## config.mk

```make
export PLATFORM = sky130hd
export DESIGN_NAME = attack_sequencer
export DESIGN_NICKNAME = d
export VERILOG_FILES = /design/src/rtl/attack_pkg.sv /design/src/rtl/attack_sequencer_key_repeat.sv /design/src/rtl/attack_sequencer.sv
export SDC_FILE = /design/constraint.sdc
export NUM_CORES = 1
export LEC_CHECK = 0
export CAP_MARGIN = 20
export CORE_MARGIN = 1.5
export CORE_UTILIZATION = 43
export CTS_CLUSTER_DIAMETER = 80
export DETAILED_ROUTE_END_ITERATION = 10
export SYNTH_ARGS = -nofsm -noshare
export SYNTH_HDL_FRONTEND = slang
export SYNTH_SLANG_ARGS = --single-unit
export TNS_END_PERCENT = 50
```

## constraint.sdc

```tcl
create_clock -name frame_clk -period 8 [get_ports frame_clk]
set_clock_uncertainty 0.2 [all_clocks]
set_input_delay 0.8 -clock frame_clk [delete_from_list [all_inputs] [get_ports frame_clk]]
set_output_delay 0.8 -clock frame_clk [all_outputs]
set_load 0.01 [all_outputs]
```

## src/rtl/attack_pkg.sv

```systemverilog
// attack_pkg: shared states, limits and saturating-step helper for attack_sequencer.
package attack_pkg;

    typedef enum logic [2:0] {
        IDLE,
        AIM,
        LAUNCH,
        FLIGHT,
        SCORE,
        DONE,
        WAIT_TURN
    } state_e;

    localparam logic [6:0] ANGLE_MIN  = 7'd0;
    localparam logic [6:0] ANGLE_MAX  = 7'd90;
    localparam logic [6:0] POWER_MIN  = 7'd10;
    localparam logic [6:0] POWER_MAX  = 7'd100;
    localparam logic [6:0] ANGLE_INIT = 7'd45;
    localparam logic [6:0] POWER_INIT = 7'd50;
    localparam logic [9:0] DIST_MISS  = 10'd1023;

    function automatic logic [6:0] sat_step(
        input logic [6:0] v,
        input logic       inc,
        input logic       dec,
        input logic [6:0] lo,
        input logic [6:0] hi
    );
        if (inc && v < hi) return v + 7'd1;
        if (dec && v > lo) return v - 7'd1;
        return v;
    endfunction

endpackage

```

## src/rtl/attack_sequencer_key_repeat.sv

```systemverilog
// key_repeat: step pulse on the press frame, then every REPEAT_FRAMES frames while held.
module key_repeat #(
    parameter int REPEAT_FRAMES = 4
) (
    input  logic frame_clk,
    input  logic Reset,
    input  logic key_i,
    input  logic en_i,
    output logic step_o
);

    logic [7:0] cnt_q, cnt_d;

    always_comb begin
        cnt_d = (en_i && key_i) ? ((cnt_q == 8'(REPEAT_FRAMES - 1)) ? 8'd0 : cnt_q + 8'd1) : 8'd0;
    end

    always_ff @(posedge frame_clk) begin
        if (!Reset) cnt_q <= 8'd0;
        else        cnt_q <= cnt_d;
    end

    assign step_o = en_i && key_i && cnt_q == 8'd0;

endmodule

```

## src/rtl/attack_sequencer.sv

```systemverilog
// attack_sequencer: per-turn aim/launch/score controller between keys, projectile and game_state.
// Define ATTACK_TURN_TIMER_EN to auto-fire after TURN_FRAMES frames of aiming.
module attack_sequencer
    import attack_pkg::*;
#(
    parameter logic [8:0] MAX_HARM       = 9'd40,
    parameter int         REPEAT_FRAMES  = 4,
    parameter int         FLIGHT_TIMEOUT = 255,
    parameter int         TURN_FRAMES    = 600
) (
    input  logic       frame_clk,
    input  logic       Reset,
    input  logic [1:0] game_turn,
    input  logic       aim_up,
    input  logic       aim_down,
    input  logic       power_up,
    input  logic       power_down,
    input  logic       fire,
    input  logic       proj_done,
    input  logic [9:0] hit_dist,
    output logic [6:0] angle,
    output logic [6:0] power,
    output logic       launch,
    output logic [8:0] harm_by_1,
    output logic [8:0] harm_by_2,
    output logic       end_set_1,
    output logic       end_set_2,
    output logic       aiming
);

    state_e      state_q, state_d;
    logic        player_q, player_d;
    logic [6:0]  angle_q, angle_d, power_q, power_d;
    logic [6:0]  st_angle_q [2];
    logic [6:0]  st_angle_d [2];
    logic [6:0]  st_power_q [2];
    logic [6:0]  st_power_d [2];
    logic        armed_q, armed_d;
    logic [15:0] flight_q, flight_d;
    logic [9:0]  dist_q, dist_d;
    logic [8:0]  harm1_q, harm1_d, harm2_q, harm2_d, harm_v;
    logic        launch_q, end1_q, end2_q, aiming_q;
    logic        up_s, dn_s, pu_s, pd_s, aim_en, fire_go, abort;

    assign aim_en = state_q == AIM;

    key_repeat #(.REPEAT_FRAMES(REPEAT_FRAMES)) u_aim_up (
        .frame_clk(frame_clk), .Reset(Reset), .key_i(aim_up), .en_i(aim_en), .step_o(up_s)
    );
    key_repeat #(.REPEAT_FRAMES(REPEAT_FRAMES)) u_aim_dn (
        .frame_clk(frame_clk), .Reset(Reset), .key_i(aim_down), .en_i(aim_en), .step_o(dn_s)
    );
    key_repeat #(.REPEAT_FRAMES(REPEAT_FRAMES)) u_pow_up (
        .frame_clk(frame_clk), .Reset(Reset), .key_i(power_up), .en_i(aim_en), .step_o(pu_s)
    );
    key_repeat #(.REPEAT_FRAMES(REPEAT_FRAMES)) u_pow_dn (
        .frame_clk(frame_clk), .Reset(Reset), .key_i(power_down), .en_i(aim_en), .step_o(pd_s)
    );

`ifdef ATTACK_TURN_TIMER_EN
    logic [15:0] aim_cnt_q, aim_cnt_d;

    // Held at zero outside AIM, so it restarts on every AIM entry.
    always_comb begin
        aim_cnt_d = aim_en ? aim_cnt_q + 16'd1 : 16'd0;
    end

    always_ff @(posedge frame_clk) begin
        if (!Reset) aim_cnt_q <= 16'd0;
        else        aim_cnt_q <= aim_cnt_d;
    end

    assign fire_go = (armed_q && fire) || aim_cnt_q == 16'(TURN_FRAMES);
`else
    logic unused_turn_frames;
    assign unused_turn_frames = ^TURN_FRAMES;
    assign fire_go = armed_q && fire;
`endif

    // dist_q < MAX_HARM < 512 whenever the difference is taken, so 9 bits hold it exactly.
    assign harm_v = (dist_q < 10'(MAX_HARM)) ? MAX_HARM - dist_q[8:0] : 9'd0;
    assign abort  = state_q != IDLE && game_turn == 2'b00;

    always_comb begin
        state_d    = state_q;
        player_d   = player_q;
        angle_d    = angle_q;
        power_d    = power_q;
        st_angle_d = st_angle_q;
        st_power_d = st_power_q;
        armed_d    = armed_q;
        flight_d   = flight_q;
        dist_d     = dist_q;
        harm1_d    = harm1_q;
        harm2_d    = harm2_q;
        if (abort) begin
            state_d = IDLE;
        end else begin
            case (state_q)
                IDLE: if (^game_turn) begin
                    player_d = game_turn[1];
                    angle_d  = st_angle_q[game_turn[1]];
                    power_d  = st_power_q[game_turn[1]];
                    armed_d  = 1'b0;
                    state_d  = AIM;
                end
                AIM: begin
                    angle_d = sat_step(angle_q, up_s && !aim_down, dn_s && !aim_up, ANGLE_MIN, ANGLE_MAX);
                    power_d = sat_step(power_q, pu_s && !power_down, pd_s && !power_up, POWER_MIN, POWER_MAX);
                    armed_d = armed_q || !fire;
                    if (fire_go) begin
                        st_angle_d[player_q] = angle_d;
                        st_power_d[player_q] = power_d;
                        state_d              = LAUNCH;
                    end
                end
                LAUNCH: begin
                    flight_d = 16'd0;
                    state_d  = FLIGHT;
                end
                FLIGHT: begin
                    if (proj_done) begin
                        dist_d  = hit_dist;
                        state_d = SCORE;
                    end else if (flight_q == 16'(FLIGHT_TIMEOUT)) begin
                        dist_d  = DIST_MISS;
                        state_d = SCORE;
                    end else begin
                        flight_d = flight_q + 16'd1;
                    end
                end
                SCORE: begin
                    harm1_d = player_q ? harm1_q : harm_v;
                    harm2_d = player_q ? harm_v : harm2_q;
                    state_d = DONE;
                end
                DONE:      state_d = WAIT_TURN;
                WAIT_TURN: state_d = (game_turn != {player_q, !player_q}) ? IDLE : WAIT_TURN;
                default:   state_d = IDLE;
            endcase
        end
    end

    always_ff @(posedge frame_clk) begin
        if (!Reset) begin
            state_q    <= IDLE;
            player_q   <= 1'b0;
            angle_q    <= ANGLE_INIT;
            power_q    <= POWER_INIT;
            st_angle_q <= '{ANGLE_INIT, ANGLE_INIT};
            st_power_q <= '{POWER_INIT, POWER_INIT};
            armed_q    <= 1'b0;
            flight_q   <= 16'd0;
            dist_q     <= 10'd0;
            harm1_q    <= 9'd0;
            harm2_q    <= 9'd0;
            launch_q   <= 1'b0;
            end1_q     <= 1'b0;
            end2_q     <= 1'b0;
            aiming_q   <= 1'b0;
        end else begin
            state_q    <= state_d;
            player_q   <= player_d;
            angle_q    <= angle_d;
            power_q    <= power_d;
            st_angle_q <= st_angle_d;
            st_power_q <= st_power_d;
            armed_q    <= armed_d;
            flight_q   <= flight_d;
            dist_q     <= dist_d;
            harm1_q    <= harm1_d;
            harm2_q    <= harm2_d;
            launch_q   <= state_d == LAUNCH;
            end1_q     <= state_d == DONE && !player_d;
            end2_q     <= state_d == DONE && player_d;
            aiming_q   <= state_d == AIM;
        end
    end

    assign angle     = angle_q;
    assign power     = power_q;
    assign launch    = launch_q;
    assign harm_by_1 = harm1_q;
    assign harm_by_2 = harm2_q;
    assign end_set_1 = end1_q;
    assign end_set_2 = end2_q;
    assign aiming    = aiming_q;

endmodule

```

* After elaboration in Yosys (flattened, before gate mapping)
Cells that the tools add are included.
Word-level totals: bits in registers 127, bits of input ports 20
Cells by class: add/subtract/negate cells 10, magnitude comparators 8, eq/ne operators 18, multiplexer cells 58, bitwise logic cells 9, reduce and logical (&&, ||, !) cells 50
Operators by type and width (number):
- 7-bit 2-to-1 mux | 21
- 8-bit by 1-bit adder with 8-bit output, second input constant | 4
- 8-bit by 2-bit equality test with 1-bit output, second input constant | 4
- 8-bit zero test | 4
- 16-bit 2-to-1 mux | 2
- 16-bit case mux with 2 select lines | 1
- 14-bit bitwise mux | 2
- 7-bit case mux with 2 select lines | 2
- 1-bit logical AND | 21
- 3-bit case mux with 7 select lines | 1
- 10-bit 2-to-1 mux | 2
- 1-bit 2-to-1 mux | 18
- 3-bit 2-to-1 mux | 6
- 16-bit by 1-bit adder with 16-bit output, second input constant | 1
- 16-bit by 8-bit equality test with 1-bit output, second input constant | 1
- 3-bit AND reduction | 5
- 7-bit by 1-bit adder with 7-bit output, second input constant | 2
- 7-bit < comparator, second input constant | 2
- 7-bit by 1-bit subtractor with 7-bit output, second input constant | 2
- 3-bit equality test, second input constant | 4
- 3-bit OR reduction | 4
- 10-bit by 6-bit < comparator with 1-bit output, second input constant | 1
- 3-bit by 2-bit equality test with 1-bit output, second input constant | 3
- 9-bit 2-to-1 mux | 1
- 20 further kinds | 39

* Depth between registers and ports, before layout
Gate-level depths: netlist of run 1.
depth in word-level cells 16, mapped depth 12, depth with buffers taken out 8

* Modules after synthesis
Synthesis of run 1 repeated with hierarchy kept, for this count alone.
Unflattened totals: cells, all modules 791, area, all modules 6552.5 um2
By module, submodules not included:
- attack_sequencer | times used 1, cells each 607, area an instance 4982.3 um2, seq. area each 1901.8 um2
- key_repeat (u_aim_dn ...) | times used 3, cells each 46, area an instance 397.9 um2, seq. area each 160.2 um2
- key_repeat (u_pow_up) | times used 1, cells each 46, area an instance 376.6 um2, seq. area each 160.2 um2

* Worst setup path after synthesis of run 1
No wires, ideal clock.
path kind input -> register, start input port game_turn[1], end register flight_q[13], library setup time 116 ps, arrival time 3255 ps, slack 4429 ps, cell stages on the path 10, cell sequence clkbuf_1 > clkbuf_1 > inv_1 > ha_1 > clkbuf_1 > or3_1 > clkbuf_1 > a21oi_1 > a211oi_1 > a31o_2
Between the ends: longest elaborated chain between the ends 4
Ends and longest elaborated chain:
- from (decl) | line attack_sequencer.sv:13 | input logic [1:0] game_turn,
- 2-bit zero test | line attack_sequencer.sv:82 | assign abort = state_q != IDLE && game_turn == 2'b00;
- 1-bit logical AND | line attack_sequencer.sv:82
- 1-bit NOT (no line)
- 4-bit AND reduction (no line)
- to (signal assigned) | line attack_sequencer.sv:169 | flight_q <= flight_d;
- to (decl) | line attack_sequencer.sv:39 | logic [15:0] flight_q, flight_d;
Every way passes these cells. A chain may end at the register's enable or synchronous reset.

* Worst setup path in the final report of run 1
start input port game_turn[1], end register st_power_q[3] (netlist name)
Between the ends: longest elaborated chain between the ends 4
Ends and longest elaborated chain:
- 2-bit zero test | line attack_sequencer.sv:82
- 1-bit logical AND | line attack_sequencer.sv:82
- 1-bit NOT (no line)
- 3-bit AND reduction (no line)
- to (signal assigned) | line attack_sequencer.sv:151 | st_power_q <= '{POWER_INIT, POWER_INIT};
- to (signal assigned) | line attack_sequencer.sv:167 | st_power_q <= st_power_d;
- to (decl) | line attack_sequencer.sv:36 | logic [6:0] st_power_q [2];
Every way passes these cells.

==> metrics.txt, run 1 <==
Register-to-Register Setup Slack=a little under 5 ns; setup-violating endpoint count in the final report=0; most common cell after layout, fill and taps aside=dfxtp_1; global route total overflow=0; Clock power frac=between 40 and 50%; Yosys top cell by area=dfxtp_1; drt pass-1 iters=4; share of flip-flops with an asynchronous set or reset after synthesis=0%; ANT nets after route=0; cell leakage power=around 2.8 nW; fraction of final layout cells sized beyond drive strength 1=~6.5%; final estimated routing congestion in global placement=0.893; switching power=350 µW; cell row count=43; VDD IR-drop max=0.150 mV; CTS Buffer Depth=2; count of input and output buffers=55; switching power share of the total=23.3%; number of clock sinks seen by CTS=around 130; post-detailed-placement half-perimeter wirelength=10.0 mm; nets@finish=roughly 830; number of antenna violations at the first check in global routing=0; class of the tightest hold or removal check=register to register; endpoint required time on the critical path=between 8 and 9 ns; Worst Path Class, Setup=input pin to register; fraction of the yosys area taken by sequential cells=about two fifths; portion of total power attributed to sequential cells=43.3%; number of levels the H-tree was split into=4; final critical-path required period=about 3.5 ns; total of hold buffers inserted after clock tree synthesis=0; commonest non-fill, non-tap cells in the layout=dfxtp_1 (127), nor2_1 (111), clkdlybuf4s50_1 (54); post-synth cell types=between 60 and 70; total wirelength of the detailed-routed design=approximately 15 mm; Top FF cell, synth=dfxtp_1; Reg area=2540 µm²; CTS buffer count=17; Critical Path Start Type=input pin; height of the die=between 100 and 150 µm; Overall Global Routing Usage=about 21%; number of antenna repair diodes=0; CTS tree=yes; Critical Path Sink Type=register; Die Area=roughly 15000 µm²; P_int=1.15 mW; maximum fanout count along the critical path=20; DRC=0; summed negative setup slack over all endpoints=0 ns; run status=finished, final reports clean; starting density of the core=around 44%; Fill cells=roughly 1300; number of synthesized flops with an enable pin=0; area added between synthesis and finish=19.3%; Multi-input gate area=around 3400 µm²; worst skew pair latency=between 0.4 and 0.5 ns; share of Yosys cell area claimed by the top area cell type=about 41%; die width=123 µm; routed vias=5389; Net Count, Synth=between 700 and 800; Worst-path clk slew=approximately 0.050 ns; average cell area after synthesis=just over 8 µm²; post-synth design cell area=approximately 6200 µm²; Post-CTS Repair Setup Buffers=0; number of top-level pins=56; gate count after technology mapping=753; launching instance or port of the critical path=game_turn[1]; pin count of the biggest net entering global routing=63; Final Slew Violations=0; Final Cycle Share=44.0%; clock root buffer master=clkbuf_16; 1st-iter DRT viols=347; via-per-instance ratio=5.50; Hold Startpoint=harm_by_1[0]; Combinational Power Share=7.1%; Area contributors post-synth=dfxtp_1 (41%), nor2_1 (6.7%), nand3_1 (4.0%), xnor2_1 (3.9%), ha_1 (3.2%); total of max-cap violations=0; wire length of the first global-routing pass=24.7 mm; Worst Tran Pin Value=~1.1 ns; Arr. time, crit path=~3.7 ns; power density cells=just over 200 nW/µm²; post-route total power=1.50 mW; Ys Warns=0; number of instances resized during post-cts repair=0; average detailed-routed wire length per instance=between 15 and 20 µm; fmax=between 0.2 and 0.3 GHz; hold_ws=0.263 ns; RSZ-0062 raised after global routing=false; area of the core=14000 µm²; RR Startpoint=state_q[0]; vias in the first global route=5136; flip-flop and latch count after synthesis=approximately 130; count of endpoints failing hold in the final timing report=0; Slew Limit Headroom=between 20% and 30%
-- synth_stat cells, drive strengths merged (4+ instances only) --
| master | number |
|---|---|
| dfxtp | 127 |
| nor2 | 111 |
| nand2 | 50 |
| nand3 | 50 |
| inv | 44 |
| clkbuf | 40 |
| a21oi | 29 |
| xnor2 | 28 |
| nand4 | 22 |
| nor3 | 20 |
| xor2 | 19 |
| o21ai | 18 |
| and3 | 16 |
| ha | 16 |
| mux2i | 16 |
| o211ai | 15 |
| a211oi | 12 |
| a311oi | 10 |
| nor4 | 9 |
| o31ai | 9 |
| or3 | 8 |
| o22ai | 6 |
| and2 | 5 |
| mux2 | 5 |
| nand3b | 5 |
| or4 | 5 |
| a31oi | 4 |
| a32oi | 4 |
-- through the flow --
stage	util, %	worst slack, ns	instances	instance area, µm²
3_5_place_dp	49.0	3.88	949	6880
2_1_floorplan	-	4.43	753	6240
3_3_place_gp	49.0	3.95	949	6880
6_report	53.0	4.48	979	7450
4_1_cts	53.0	4.32	978	7440
5_1_grt	53.0	4.28	979	7450
-- metal layers --
| layer | vias to the layer above | wire, µm | global-route usage (%) |
|---|---|---|---|
| met4 | 0 | 162 | 7.76 |
| met5 | - | 0 | 0 |
| met2 | 111 | 6640 | 32.0 |
| met3 | 12 | 652 | 5.07 |
| li1 | 2748 | - | - |
| met1 | 2518 | 7260 | 28.0 |
-- layout make-up --
class	instances	share of cell area [%]
multi-input cells	538	45.2
flip-flops and latches	127	34.1
repair buffers	60	7.83
clock buffers	22	6.37
well taps	180	3.02
inverters	45	2.27
clock inverters	7	1.18
-- final timing paths --
kind / end / cells after the start
setup / recovery: st_power_q[3] / 9
hold / removal: harm_by_1[0] / 2
setup reg to reg: angle[6] / 6
hold reg to reg: harm_by_1[0] / 2
-- flip-flops by register name (all words and copies together) (netlist names), 7 cells and up --
signal	cells
angle	7
dist_q	10
flight_q	16
harm_by_1	9
harm_by_2	9
power	7
st_angle_q	14
st_power_q	14
u_aim_dn.cnt_q	8
u_aim_up.cnt_q	8
u_pow_dn.cnt_q	8
u_pow_up.cnt_q	8
-- power groups by stage --
stage	clock network, mW	logic (mW)	registers, mW
CTS	0.760	0.106	0.651
global placement	0	0.104	0.664
floorplan	0	0.0709	0.659
global route	0.791	0.117	0.652
detailed placement	0	0.105	0.664
finish	0.744	0.107	0.651
-- cells by family (layout without fill, tap and decap cells) --
kind of cell	count (synthesis)	count (layout)	share of synthesized area [%]
multiplexers	21	21	3.47
buffers and inverters	88	134	5.31
AND/OR/NAND/NOR	318	318	25.0
AO/OA/AOI/OAI	136	136	15.7
flip-flops	127	127	40.7
adder cells (fa/ha/maj)	16	16	3.21
XOR/XNOR	47	47	6.60
-- critical path, cell delays in order --
cell	delay (ns)
clkdlybuf4s50_1	0.45
buf_4	0.28
inv_1	0.10
ha_1	0.32
inv_1	0.18
nand2_1	0.23
or3_1	0.71
or3_1	0.43
o211ai_1	0.15
No activity file was read; power rests on OpenSTA's default activity.
==> run 2, diff against run 1 <==
clock period = 3 ns   (was 8 ns; I/O delays follow)
==> run 2 against run 1 <==
Compared with the run above:
- die area unchanged
- via count increased by 3.7%
- utilization rose by 0.66 points
- clock power grew to 2.5 times the previous value
- routed wire length increased by 3.4%
- total power rose to 2.6 times the previous value
- sequential share of layout area is 0.42 points lower
- critical path depth shrank 3
- cell count is 1.6% higher
- sequential power rose to 2.7 times the previous value
- setup slack worse by 4.0 ns
- first-iteration DRC count rose by 28%
- largest power group unchanged
==> metrics.txt, run 2 (synthesized netlist as in run 1, its figures left out) <==
clock root buffer master=clkbuf_16; average detailed-routed wire length per instance=15.3 µm; final estimated routing congestion in global placement=0.878; starting density of the core=~44%; capture point of the worst reg-to-reg path=angle[4]; VDD IR-drop max=around 0.43 mV; count of endpoints failing hold in the final timing report=0; pin count of the biggest net entering global routing=33; maximum fanout count along the critical path=7; Final Slew Violations=0; Overall Global Routing Usage=about a fifth; wire length of the first global-routing pass=approximately 25 mm; utilization after layout=between 50% and 60%; number of levels the H-tree was split into=4; Final Cycle Share=a little under nine tenths; post-route total power=between 3 and 4 mW; DRC=0; Post-CTS Repair Setup Buffers=0; run status=finished, final reports clean; post-detailed-placement half-perimeter wirelength=around 11 mm; height of the die=between 100 and 150 µm; number of antenna violations at the first check in global routing=0; Slew Limit Headroom=between 50% and 60%; largest registers=flight_q: 16 flops, st_angle_q: 14 flops, st_power_q: 14 flops; top register by number of flip-flops=flight_q; via-per-instance ratio=between 5 and 6; met2 Use GR=roughly a third; number of clock sinks seen by CTS=127; global route total overflow=0; Die Area=approximately 15000 µm²; commonest non-fill, non-tap cells in the layout=dfxtp_1 (127), nor2_1 (111), clkdlybuf4s50_1 (54); count of input and output buffers=between 50 and 60; cell leakage power=roughly 2.9 nW; worst skew pair latency=0.42 ns; Register-to-Register Setup Slack=between 0.4 and 0.5 ns; fraction of final layout cells sized beyond drive strength 1=8.10%; number of antenna repair diodes=0; RSZ-0062 raised after global routing=false; total of hold buffers inserted after clock tree synthesis=0; Arr. time, crit path=between 2 and 3 ns; Critical Path Sink Type=register; cell row count=43; Worst Tran Pin Value=0.612 ns; Largest register FFs=16; CTS tree=yes; Setup crit end=angle[4]; RR Startpoint=u_aim_dn.cnt_q[2]; routed vias=about 5600; final critical-path required period=roughly 2.6 ns; summed negative setup slack over all endpoints=0 ns; class of the tightest hold or removal check=input pin to register; total of max-cap violations=0; die width=roughly 120 µm; Fill cells=approximately 1300; Worst Path Class, Setup=register to register; Critical Path Start Type=register; drt pass-1 iters=5; power density cells=between 500 and 600 nW/µm²; grt met1 use=roughly 28%; endpoint required time on the critical path=approximately 3.1 ns; routing usage on met3=under 10%; cell count of the worst reg-to-reg path=6; number of instances resized during post-cts repair=0; vias in the first global route=roughly 5200; Most Used Layer, Global Route=met2; nets@finish=840; total non-filler cell area in the finished layout=~7500 µm²; Worst-path clk slew=approximately 0.050 ns; total wirelength of the detailed-routed design=15.2 mm; launching instance or port of the critical path=u_aim_dn.cnt_q[2]; CTS Buffer Depth=2; area added between synthesis and finish=20.8%; most common cell after layout, fill and taps aside=dfxtp_1; ANT nets after route=0; setup-violating endpoint count in the final report=0; 1st-iter DRT viols=between 400 and 500; number of top-level pins=between 50 and 60; area of the core=14000 µm²; Placement Cell Area=between 6000 and 7000 µm²; fmax=0.390 GHz; CTS buffer count=17
## run 2: cell types whose count changed in the layout (fill, tap and decap cells not counted)
cell	change
buf_4	+15
clkinv_2	-1
clkbuf_1	+2
clkinvlp_4	+1
bufinv_16	-1
## run 2: area by class of cell
cell class	count	area, µm²	share of cell area [%]
clock buffers	24	482	6.39
repair buffers	75	696	9.23
flip-flops and latches	127	2540	33.7
clock inverters	6	60.1	0.796
multi-input cells	538	3370	44.6
inverters	45	169	2.24
well taps	180	225	2.99
## run 2: stage by stage
stage	hold slack, ns	instances	setup WS (ns)
floorplan	0.230	753	0.110
detailed placement	0.253	965	0.260
global placement	0.241	965	0.295
global route	0.159	995	0.237
CTS	0.149	995	0.453
finish	0.148	995	0.434
## run 2: worst min path at each step
stage                       from  slack (ns)  cells past startpoint                end
5_1_grt                    Reset        0.16                      3           angle[6]
3_5_place_dp   u_aim_dn.cnt_q[0]        0.25                      1  u_aim_dn.cnt_q[0]
2_1_floorplan  u_aim_dn.cnt_q[0]        0.23                      1  u_aim_dn.cnt_q[0]
3_3_place_gp   u_aim_up.cnt_q[0]        0.24                      1  u_aim_up.cnt_q[0]
4_1_cts                    Reset        0.15                      3           power[3]
6_report                   Reset        0.15                      3           power[3]
## run 2: routing by layer
layer  up-vias  wire length (µm)
met3        22               728
met5         -                 0
met4         0               242
li1       2782                 -
met2       153              6970
met1      2633              7280
## run 2: critical path, stage by stage (launching register included)
cell	delay, ns
dfxtp_1	0.35
or4_1	0.54
nor3_1	0.29
nand2_1	0.30
o32ai_2	0.45
mux2i_1	0.22
a21oi_1	0.08
## run 2: power by group
group | total (mW) | switching (mW) | internal (mW)
sequential | 1.73 | 0.0221 | 1.70
clock | 1.89 | 0.699 | 1.19
combinational | 0.315 | 0.198 | 0.118
total | 3.93 | 0.919 | 3.01
